`src/rtl/spi_pkg.sv`:
```
// Shared types and constants for the SPI responder register bank: FSM states,
// frame lengths, the address map and the bank reset values.
package spi_pkg;

    typedef enum logic [1:0] {
        ST_IDLE,
        ST_ADDR,
        ST_DATA,
        ST_DONE
    } spi_state_t;

    localparam int ADDR_BITS   = 8;
    localparam int FRAME_BITS  = 16;
    localparam int CNT_W       = 5;
    localparam int MAP_ENTRIES = 8;

    // Entry 0 is the least significant element of each packed table
    localparam logic [MAP_ENTRIES-1:0][6:0] REG_ADDR = {
        7'h2D, 7'h2C, 7'h2B, 7'h2A, 7'h1D, 7'h1C, 7'h1B, 7'h1A
    };

    localparam logic [MAP_ENTRIES-1:0][7:0] REG_RESET = {
        8'hE5, 8'h05, 8'hB5, 8'h8C, 8'h4E, 8'h3B, 8'hDC, 8'h41
    };

    // Returns {hit, index}; address bit 7 (the write flag) takes no part in the match
    function automatic logic [3:0] map_index(input logic [6:0] addr);
        logic [3:0] res;
        res = 4'b0000;
        for (int i = 0; i < MAP_ENTRIES; i++) begin
            if (addr == REG_ADDR[i]) begin
                res = {1'b1, 3'(i)};
            end
        end
        return res;
    endfunction

endpackage

```
`src/rtl/spi_sync.sv`:
```
// Multi-stage synchronizer for one asynchronous input, with single-cycle
// rise and fall pulses derived from the synchronized level.
module spi_sync #(
    parameter int   STAGES  = 2,
    parameter logic RST_VAL = 1'b0
) (
    input  logic i_clk,
    input  logic i_rst,
    input  logic i_async,
    output logic o_sync,
    output logic o_rise,
    output logic o_fall
);

    logic [STAGES-1:0] r_sync;
    logic              r_prev;

    always_ff @(posedge i_clk or posedge i_rst) begin
        if (i_rst) begin
            r_sync <= {STAGES{RST_VAL}};
            r_prev <= RST_VAL;
        end else begin
            r_sync <= {r_sync[STAGES-2:0], i_async};
            r_prev <= r_sync[STAGES-1];
        end
    end

    assign o_sync = r_sync[STAGES-1];
    assign o_rise = r_sync[STAGES-1] & ~r_prev;
    assign o_fall = ~r_sync[STAGES-1] & r_prev;

endmodule

```
`src/rtl/spi_responder_regs.sv`:
```
// SPI mode-0 responder with an 8-entry register bank (8-bit address, 8-bit data).
// Define SPI_RESPONDER_WRITE_EN to make the bank writable; otherwise it is constant.
module spi_responder_regs
    import spi_pkg::*;
#(
    parameter int SYNC_STAGES = 2,
    parameter int NUM_REGS    = 8
) (
    input  logic       CLK,
    input  logic       RST,
    input  logic       SCLK,
    input  logic       MOSI,
    input  logic       SS,
    output logic       MISO,
    output logic       FRAME_DONE,
    output logic [7:0] LAST_ADDR
);

    localparam int N_BANK = (NUM_REGS < MAP_ENTRIES) ? NUM_REGS : MAP_ENTRIES;

    logic w_sclk_sync_unused, w_sclk_rise, w_sclk_fall;
    logic w_ss_sync, w_ss_rise_unused, w_ss_fall;
    logic w_mosi_sync, w_mosi_rise_unused, w_mosi_fall_unused;

    spi_sync #(.STAGES(SYNC_STAGES), .RST_VAL(1'b0)) u_sclk_sync (
        .i_clk(CLK), .i_rst(RST), .i_async(SCLK),
        .o_sync(w_sclk_sync_unused), .o_rise(w_sclk_rise), .o_fall(w_sclk_fall)
    );

    spi_sync #(.STAGES(SYNC_STAGES), .RST_VAL(1'b1)) u_ss_sync (
        .i_clk(CLK), .i_rst(RST), .i_async(SS),
        .o_sync(w_ss_sync), .o_rise(w_ss_rise_unused), .o_fall(w_ss_fall)
    );

    spi_sync #(.STAGES(SYNC_STAGES), .RST_VAL(1'b0)) u_mosi_sync (
        .i_clk(CLK), .i_rst(RST), .i_async(MOSI),
        .o_sync(w_mosi_sync), .o_rise(w_mosi_rise_unused), .o_fall(w_mosi_fall_unused)
    );

    spi_state_t       r_state;
    logic [CNT_W-1:0] r_bit_cnt;
    logic [7:0]       r_addr;
    logic [7:0]       r_miso_sr;
    logic             r_load;
    logic             r_miso;
    logic             r_frame_done;
    logic [7:0]       r_last_addr;

    logic [3:0] w_map;
    logic [2:0] w_idx;
    logic       w_hit;
    logic [7:0] w_rd_data;

    assign w_map = map_index(r_addr[6:0]);
    assign w_idx = w_map[2:0];
    assign w_hit = w_map[3] && (int'(w_idx) < N_BANK);

`ifdef SPI_RESPONDER_WRITE_EN
    logic [7:0] r_bank [N_BANK];
    logic [7:0] r_data;

    always_ff @(posedge CLK) begin
        if (r_state == ST_DATA && w_sclk_rise) begin
            r_data <= {r_data[6:0], w_mosi_sync};
        end
    end

    // Commit happens in DONE; SS already high by then aborts the write
    always_ff @(posedge CLK or posedge RST) begin
        if (RST) begin
            for (int i = 0; i < N_BANK; i++) begin
                r_bank[i] <= REG_RESET[i];
            end
        end else if (r_state == ST_DONE && !w_ss_sync && r_addr[7] && w_hit) begin
            r_bank[w_idx] <= r_data;
        end
    end

    assign w_rd_data = w_hit ? r_bank[w_idx] : 8'h00;
`else
    assign w_rd_data = w_hit ? REG_RESET[w_idx] : 8'h00;
`endif

    always_ff @(posedge CLK or posedge RST) begin
        if (RST) begin
            r_state      <= ST_IDLE;
            r_bit_cnt    <= '0;
            r_addr       <= '0;
            r_miso_sr    <= '0;
            r_load       <= 1'b0;
            r_miso       <= 1'b0;
            r_frame_done <= 1'b0;
            r_last_addr  <= '0;
        end else begin
            r_frame_done <= 1'b0;
            if (w_ss_sync) begin
                r_state   <= ST_IDLE;
                r_bit_cnt <= '0;
                r_miso    <= 1'b0;
                r_load    <= 1'b0;
            end else begin
                case (r_state)
                    ST_IDLE: begin
                        r_miso <= 1'b0;
                        if (w_ss_fall) begin
                            r_state   <= ST_ADDR;
                            r_bit_cnt <= '0;
                        end
                    end
                    ST_ADDR: begin
                        if (w_sclk_rise) begin
                            r_addr    <= {r_addr[6:0], w_mosi_sync};
                            r_bit_cnt <= r_bit_cnt + 1'b1;
                            if (r_bit_cnt == CNT_W'(ADDR_BITS - 1)) begin
                                r_state <= ST_DATA;
                                r_load  <= 1'b1;
                            end
                        end
                    end
                    ST_DATA: begin
                        // Write frames load zeros so MISO stays low throughout
                        if (r_load) begin
                            r_load    <= 1'b0;
                            r_miso_sr <= r_addr[7] ? 8'h00 : w_rd_data;
                        end else if (w_sclk_fall) begin
                            r_miso    <= r_miso_sr[7];
                            r_miso_sr <= {r_miso_sr[6:0], 1'b0};
                        end
                        if (w_sclk_rise) begin
                            r_bit_cnt <= r_bit_cnt + 1'b1;
                            if (r_bit_cnt == CNT_W'(FRAME_BITS - 1)) begin
                                r_state      <= ST_DONE;
                                r_frame_done <= 1'b1;
                                r_last_addr  <= r_addr;
                            end
                        end
                    end
                    ST_DONE: begin
                        r_state   <= ST_IDLE;
                        r_bit_cnt <= '0;
                        r_miso    <= 1'b0;
                    end
                    default: begin
                        r_state <= ST_IDLE;
                    end
                endcase
            end
        end
    end

    assign MISO       = r_miso;
    assign FRAME_DONE = r_frame_done;
    assign LAST_ADDR  = r_last_addr;

endmodule

```
`config.mk`:
```
export PLATFORM = sky130hd
export DESIGN_NAME = spi_responder_regs
export DESIGN_NICKNAME = d
export VERILOG_FILES = /design/src/rtl/spi_pkg.sv /design/src/rtl/spi_sync.sv /design/src/rtl/spi_responder_regs.sv
export SDC_FILE = /design/constraint.sdc
export NUM_CORES = 1
export LEC_CHECK = 0
export ABC_AREA = 1
export CAP_MARGIN = 10
export CORE_UTILIZATION = 40
export DETAILED_ROUTE_END_ITERATION = 6
export PLACE_DENSITY_LB_ADDON = 0.25
export SETUP_SLACK_MARGIN = 0.5
export SYNTH_ARGS = -nofsm -noshare
export SYNTH_HDL_FRONTEND = slang
export SYNTH_HIERARCHICAL = 1
export SYNTH_SLANG_ARGS = --single-unit
export TNS_END_PERCENT = 5
```
`constraint.sdc`:
```
create_clock -name CLK -period 2.24 [get_ports CLK]
set_input_delay 0.224 -clock CLK [delete_from_list [all_inputs] [get_ports CLK]]
set_output_delay 0.224 -clock CLK [all_outputs]
set_load 0.005 [all_outputs]
```
Word-level counts from Yosys, hierarchy flattened
Memories as Yosys holds them, arrays and structs flattened. Cells that the tools add are included.

ROM bits: 64. Register bits after elaboration: 42. Memories kept: 1. Input bits: 5. Output and inout port bits: 10.

Magnitude comparators: 1. $add $sub $neg: 1. Bitwise logic cells: 6. Equality and inequality tests: 21. Reduce and logical (&&, ||, !) cells: 13. Multiplexer cells: 36.

Memories: (no name shown) (depth 8, bits a word 8, read ports 1, clocked after Yosys merged registers in 0, write ports 0, line spi_responder_regs.sv:81) `assign w_rd_data = w_hit ? REG_RESET[w_idx] : 8'h00;`.

Operator list (count): 8-bit two-way mux (5); 4-bit two-way mux (8); 7-bit by 5-bit equality test with 1-bit output, second input constant (4); 7-bit by 6-bit equality test with 1-bit output, second input constant (4); 5-bit two-way mux (3); 3-bit by 1-bit != test with 1-bit output, second input constant (5); 5-bit case mux with 3 select lines (1); 2-bit two-way mux (6); 3-bit AND reduction (4); 1-bit two-way mux (10); 3-bit by 2-bit != test with 1-bit output, second input constant (3); 2-bit case mux with 4 select lines (1); 3-bit nonzero test (2); 5-bit by 1-bit adder with 5-bit output, second input constant (1); 5-bit by 3-bit equality test with 1-bit output, second input constant (1); 5-bit by 4-bit equality test with 1-bit output, second input constant (1); 5-bit AND reduction (1); 2-bit equality test, second input constant (2); 3-bit by 4-bit less-than comparator with 1-bit output, second input constant (1); 1-bit case mux with 2 select lines (2); 4-bit AND reduction (1); 2-bit OR reduction (2); 1-bit AND (3); 1-bit inverter (3); other kinds (4) (4).

Depth between registers and ports, before layout
Gate-level depths: netlist (run 1).

Depth after elaboration: 14. Mapped depth: 13. Depth with buffers taken out: 13.

Cells and area by module
Netlist (run 1), hierarchy kept.

Modules (own cells, without submodules): spi_responder_regs (times used 1, cells each 217, area each 1844.3 um2); spi_sync (u_mosi_sync ...) (times used 2, cells each 8, area each 93.8 um2); spi_sync (u_ss_sync) (times used 1, cells each 8, area each 97.6 um2).

Worst setup path after synthesis (run 1)
Ideal clock, no wire load.

Path type: reg-to-reg. Start: register r_addr[1]. End: register r_miso_sr[4]. Setup slack: 635 ps. Arrival: 1532 ps. Stages on the path, launching flop included: 9. Required time: 2167 ps. Clock period less this slack: 1605 ps. Cell sequence: dfrtp_1 inv_1 nand3_2 a21oi_1 inv_1 ha_1 a21oi_1 o21ai_2 a21oi_2.

Cells in the longest elaborated chain, start to end: 13.

RTL lines: start: declaration (line spi_responder_regs.sv:42) `logic [7:0] r_addr;`; start signal: assignment (line spi_responder_regs.sv:112) `r_addr <= {r_addr[6:0], w_mosi_sync};`; 7-bit by 5-bit equality test with 1-bit output (line spi_pkg.sv:31) `if (addr == REG_ADDR[i]) begin`; 4-bit two-way mux (6 in series) (line spi_pkg.sv:31); 4-bit two-way mux (*) (line spi_pkg.sv:31); memory read 8 x 8 bit; 8-bit two-way mux (not written as such) (line spi_responder_regs.sv:81); 8-bit two-way mux (*) (line spi_responder_regs.sv:81); 8-bit two-way mux (*) (line spi_responder_regs.sv:124) `r_miso_sr <= r_addr[7] ? 8'h00 : w_rd_data;`; 8-bit two-way mux (*) (line spi_responder_regs.sv:122) `if (r_load) begin`; end signal: assignment (line spi_responder_regs.sv:124); end signal: assignment (line spi_responder_regs.sv:127) `r_miso_sr <= {r_miso_sr[6:0], 1'b0};`; end: declaration (line spi_responder_regs.sv:43) `logic [7:0] r_miso_sr;`.

Every way passes the cells marked *; elsewhere a longest branch is shown, timed or not. The select of a mux whose other input is x is not followed. A chain may end at the register's enable or synchronous reset.

Final worst setup path (run 1)
Start: register r_addr[2]. End: register r_miso_sr[4].

Same word-level chain as after synthesis.

==> results.md, run 1 <==
- Multi-input gate area: 899.6 um2
- Place WS: ~390 ps
- Synth Warn #: 6
- Crit path capture type: register
- Measured slew at the worst slew-check pin: 444.5 ps
- FF-to-FF End: r_miso_sr[4]
- WP data required: 2470 ps
- IO buf count: 14
- Grt met3 use: 4.878%
- H-tree depth: 2
- Drt pass-1 iters: 4
- Clock slew at reported path FFs: approximately 80 ps
- Min-delay worst type: input port to async pin
- DR DRC count: 0
- Cts bufs inserted: 5
- Worst EP arrival: around 1900 ps
- Final worst path period need: between 1500 and 2000 ps
- Syn nets: 248
- Power Dens Cells: 862.1 nW/um2
- Height of the chip: 74.15 um
- IO Count: 15
- Outcome: complete, no violations
- CTS tree: done
- Fin util: between 50% and 60%
- Final hold vios: 0
- GRT Util Overall: 15.46%
- Clock root cell: clkbuf_8
- Core Area: 4880 um2
- Chip Width: 74.15 um
- First-pass GRT wire length: 6361 um
- Syn_area_per_cell: approximately 8.9 um2
- Initial DRC count: 60
- Die area: between 5000 and 6000 um2
- Post-Syn Area: 2082 um2
- Slew Viols, Final: 0
- P_leak: 1.145 nW
- Diode count: 0
- Critical path class: register to register
- Vias: 1531
- Nets: roughly 270
- Share of layout cells above drive strength 1: 22.61%
- RSZ-0062 raised after global routing: yes
- Most used routing layer: met1
- Met1 Use GR: between 20% and 30%
- Hold Slack: 166.3 ps
- Fin area: 2485 um2
- Largest net degree at the start of global routing: 35
- RR Startpoint: r_addr[2]
- Reg2Reg Depth: 11
- Syn Inst Count: 234
- Worst relative slew slack: between 70% and 80%
- Max Buffers Root-to-Sink: 2
- CP max FO: 7
- DRT antenna net count: 0
- Setup crit start kind: register
- Total global routing overflow: 0
- F_max: 589.1 MHz
- Final setup vio count: 0
- Max cap viols: 0
- FF+latch area: 1056 um2
- Initial antenna violation count: 0
- Row cnt: 25
- Final worst path period share: 75.79%
- Fill count: 469
- Clk Latency, worst-skew pair: 290 ps
- Final worst slack: 542.4 ps
- Gpl congestion: between 0.8 and 0.9
- Synth-to-Final Area Change: 19.35%
- Vias per cell: 4.668
- DR WL/cell: 11.27 um
- Initial Utilization: 42.67%
- Final wirelength: 3696 um
- Vias in the first global route: 1371
- CP startpoint: r_addr[2]
- Clock Skews: 8.554 ps
- Max IR drop VDD: 0.4616 mV
- End of the critical path: r_miso_sr[4]
- Setup TNS: 0 ps
- Met2 Use GR: a little over a fifth
- Area post-placement: 2298 um2
- DPL Wire Length: between 2000 and 3000 um
- R2R setup slack: about 540 ps
- Clock net sink count: 42
==> per-stage QoR <==
stage | power [mW] | cells
floorplan | 1.460 | 234
global placement | 1.592 | 314
detailed placement | 1.616 | 314
CTS | 2.135 | 323
global route | 2.317 | 328
finish | 2.142 | 328
==> report_power, final <==
part	total [mW]	switching [mW]	internal [mW]
sequential	1.04	0.126	0.914
combinational	0.596	0.370	0.226
clock	0.507	0.259	0.248
==> worst max-delay path, cell delays in order, from the launching register on <==
cell and delay, ps:
dfrtp_1 410, buf_4 150, nand3_2 100, nand2_4 70
nand2_4 100, nand2_4 70, nand2_2 100, inv_1 50
ha_1 260, a21oi_1 150, o21ai_2 70, a21oi_2 100
==> per-layer routing <==
metal | part of all wire [%] | up-vias
met1 | 53 | 701
met2 | 42 | 23
met3 | 3.7 | 6
li1 | - | 801
met4 | 1.6 | 0
met5 | 0 | -
==> cell type report <==
cell class                 count  area share (%)
tap                           67           3.374
multi-input combinational    153           36.20
inverter                      37           5.841
timing repair buffer          21           8.258
sequential                    42           42.50
clock buffer                   6           3.323
clock inverter                 2          0.5035
==> state kept, by name (all words and copies together) (netlist names), 2 cells and up <==
name,cells
u_mosi_sync/r_sync,2
r_state,2
r_addr,8
r_miso_sr,8
LAST_ADDR,8
r_bit_cnt,5
u_sclk_sync/r_sync,2
u_ss_sync/r_sync,2
==> cell usage in the layout (no fill, tap or decap), types with 2 or more instances in the layout <==
cell type        instances
nor3_1                   4
nor2_1                  23
nand4_1                  3
nand2_4                  4
nand3_2                  4
o21ai_0                 16
o31ai_1                  2
clkinvlp_4               2
clkbuf_8                 6
nand2_2                  4
dfstp_2                  3
dfrtp_1                 38
o21ai_2                 11
nor2_4                   2
a21oi_2                  6
nand3_1                  4
ha_1                     8
nand2_1                 43
buf_4                    6
inv_2                    6
clkdlybuf4s50_1         14
inv_1                   28
a21oi_1                 14
==> how the worst min path moves through the flow <==
stage	end	slack, ps
2_1_floorplan	u_mosi_sync/r_sync[0]	-30
3_3_place_gp	u_sclk_sync/r_sync[1]	330
3_5_place_dp	u_sclk_sync/r_sync[1]	340
4_1_cts	u_mosi_sync/r_sync[0]	170
5_1_grt	u_mosi_sync/r_sync[0]	170
6_report	u_mosi_sync/r_sync[0]	170
==> timing repair <==
item                                    4_1_cts  5_1_grt
endpoints found under the setup margin       10       24
pin swaps                                     0        2
hold buffers                                  0        0
resized for setup                             4        8
setup buffers                                 1        5
No activity file was read; power rests on OpenSTA's default activity.
==> inputs of run 2 (changes only) <==
Clock period 2.24 ns to 1.5 ns, I/O delays scaled along.
==> run 2 against run 1 <==
Compared with the run above: the run now ends with setup timing left; critical path depth is the same; critical path type unchanged; register-to-register slack lost 590 ps; sequential cell count is the same; critical endpoint is now r_miso_sr[5]; via count grew 13%.
==> results.md, run 2 (synthesis results as in run 1) <==
- DPL Wire Length: 3024 um (+13%)
- DR WL/cell: 11.61 um (+3.0%)
- Hold buffer count at CTS: 0 (unchanged)
- Vias in the first global route: 1662 (+21%)
- Clk pwr share: 23.0% (-0.6 points)
- Cts bufs inserted: 5 (unchanged)
- Critical path class: register to register
- IO Count: 15 (unchanged)
- Die area: 5497 um2 (unchanged)
- Place WS: -120.4 ps (-507.3 ps)
- CP cell instances: inv_2 > nand3_4 > a21oi_4 > buf_6 > ha_4 > inv_2 > nand2_1 > o21ai_1 > nor2_1 > nor2_1 > nor2_1
- Pint: 2.508 mW (+81%)
- Multi-input gate area: 1062 um2 (+18%)
- Switch share: 33.82% (-1.4 points)
- Crit-path slowest cell: dfrtp_2
- Clk Latency, worst-skew pair: 290 ps (about the same)
- Clock root cell: clkbuf_8
- Gpl congestion: 0.8770 (+7.9%)
- Initial antenna violation count: 0 (unchanged)
- P_leak: 1.423 nW (+24%)
- Hold Slack: 88.51 ps (-77.77 ps)
- WP data required: 1720 ps (-750 ps)
- Fin cells: 369 (+13%)
- FF-to-FF End: r_miso_sr[5]
- Core Area: 4880 um2 (unchanged)
- Final wirelength: 4284 um (+16%)
- Gate power share: 36.0% (+8.2 points)
- Chip Width: 74.15 um (unchanged)
- Outcome: finished with violations
- Final hold vios: 0 (unchanged)
- FF+latch area: 1059 um2 (+0.24%)
- Share of layout cells above drive strength 1: 46.36% (+24 points)
- Measured slew at the worst slew-check pin: 328.0 ps (-116.5 ps)
- Diode count: 0 (unchanged)
- # placed instances: 348 (+11%)
- WP depth: 11 (unchanged)
- DRT antenna net count: 0 (unchanged)
- Crit path capture type: register
- Power Dens Cells: 1279 nW/um2 (+48%)
- DR DRC count: 0 (unchanged)
- Most common cell on crit path: nor2_1
- Fin area: 2962 um2 (+19%)
- Failing checks: setup timing
- Sequential share of power: 41.0% (-7.6 points)
- Fill count: 441 (-6.0%)
- Synth-to-Final Area Change: 42.25%
- First-pass GRT wire length: 7251 um (+14%)
- Drt pass-1 iters: 4 (unchanged)
- Initial Utilization: 42.67% (unchanged)
- CP top delay family: flip-flops
- Commonest cells after routing, fill and taps aside: buf_4, dfrtp_1, nand2_1, nor2_1, inv_1
- Max IR drop VDD: 0.7710 mV (+67%)
- Setup crit start kind: register
- GRT Util Overall: 17.45% (+2.0 points)
- Worst EP arrival: 1770 ps (-150 ps)
- Min-delay worst type: input port to async pin
- Vias: 1723 (+13%)
- Slew Viols, Final: 0 (unchanged)
- R2R setup slack: -50 ps (-590 ps)
- Clock Skews: 3.607 ps (-4.946 ps)
- Height of the chip: 74.15 um (unchanged)
- CP Buf/Inv Count: 3 (+1)
- Clock slew at reported path FFs: 80 ps (about the same)
- Worst relative slew slack: 77.90% (+7.5 points)
- CTS tree: done
- Largest net degree at the start of global routing: 26 (-26%)
- RR Startpoint: r_addr[4]
- NetSw: 1.281 mW (+70%)
- Total power: 3.789 mW (+77%)
- Vias per cell: 4.669 (about the same)
- Reg2Reg Depth: 11 (unchanged)
- Max cap viols: 0 (unchanged)
- IO buf count: 14 (unchanged)
- Setup TNS: -137.8 ps (-137.8 ps)
- Commonest non-fill, non-tap cell in the layout: buf_4
- Clock net sink count: 42 (unchanged)
- Fin util: 60.69% (+9.8 points)
- F_max: 645.4 MHz (+9.6%)
- Initial DRC count: 82 (+37%)
- H-tree depth: 2 (unchanged)
- Max Buffers Root-to-Sink: 2 (unchanged)
- Area post-placement: 2615 um2 (+14%)
- RSZ-0062 raised after global routing: yes
- Final worst path period share: 103.3% (+28 points)
- Final worst path period need: 1549 ps (-148.3 ps)
- Total global routing overflow: 0 (unchanged)
- Nets: 315 (+15%)
- CP max FO: 3 (-4)
- Final setup vio count: 5 (+5)
- Final worst slack: -49.38 ps (-591.7 ps)
- Slowest Stage Delay on Critical Path: 440 ps (+30 ps)
- CP startpoint: r_addr[4]
- Row cnt: 25 (unchanged)
-- run 2: changes by cell type in the layout (fill, tap and decap cells not counted), moves of 5 or more --
cell | previous run | this run
buf_4 | 6 | 44
nand2_2 | 4 | 9
nor2_1 | 23 | 18
clkdlybuf4s50_1 | 14 | 4
o21ai_0 | 16 | 11
dlygate4sd2_1 | 0 | 8
inv_2 | 6 | 16
inv_1 | 28 | 17
ha_1 | 8 | 3
nand2_1 | 43 | 35
nor2_2 | 0 | 5
-- run 2: area by class of cell --
cell class                 count  share of cell area [%]
multi-input combinational    153                   35.87
clock inverter                 1                   1.014
clock buffer                   7                   2.577
sequential                    42                   35.74
inverter                      37                   4.943
timing repair buffer          62                   17.03
tap                           67                   2.831
-- run 2: metal layers --
metal / up-vias / global-route usage (%) / wire length, um
met2: 18 / 28.79 / 2104
li1: 885 / - / -
met5: - / 0 / 0
met3: 6 / 3.659 / 110
met1: 814 / 22.94 / 2019
met4: 0 / 5.769 / 49
-- run 2: worst register-to-register path, cell delays in order, from the launching register on --
cell	delay, ps
dfrtp_2	440
inv_2	90
nand3_4	110
a21oi_4	210
buf_6	120
ha_4	110
inv_2	30
nand2_1	40
o21ai_1	50
nor2_1	130
nor2_1	50
nor2_1	90
-- run 2: what timing repair did --
action / in CTS / in global routing
setup buffers: 12 / 1
pin swaps: 19 / 14
gates resized for setup: 50 / 26
endpoints found under the hold margin: 0 / 0
setup endpoints to repair: 44 / 42
-- run 2: worst max-delay path by stage --
stage                   endpoint  slack, ps
floorplan           r_miso_sr[4]        -50
global placement    r_miso_sr[5]        -80
detailed placement  r_miso_sr[5]       -120
CTS                 r_miso_sr[5]        -80
global route        r_miso_sr[4]       -140
finish              r_miso_sr[5]        -50
-- run 2: power by group through the flow --
stage,Clock [mW],Combinational [mW],Sequential (mW)
floorplan,0,0.668,1.55
global placement,0,1.10,1.56
detailed placement,0,1.13,1.57
CTS,0.904,1.27,1.54
global route,0.941,1.53,1.59
finish,0.870,1.37,1.55
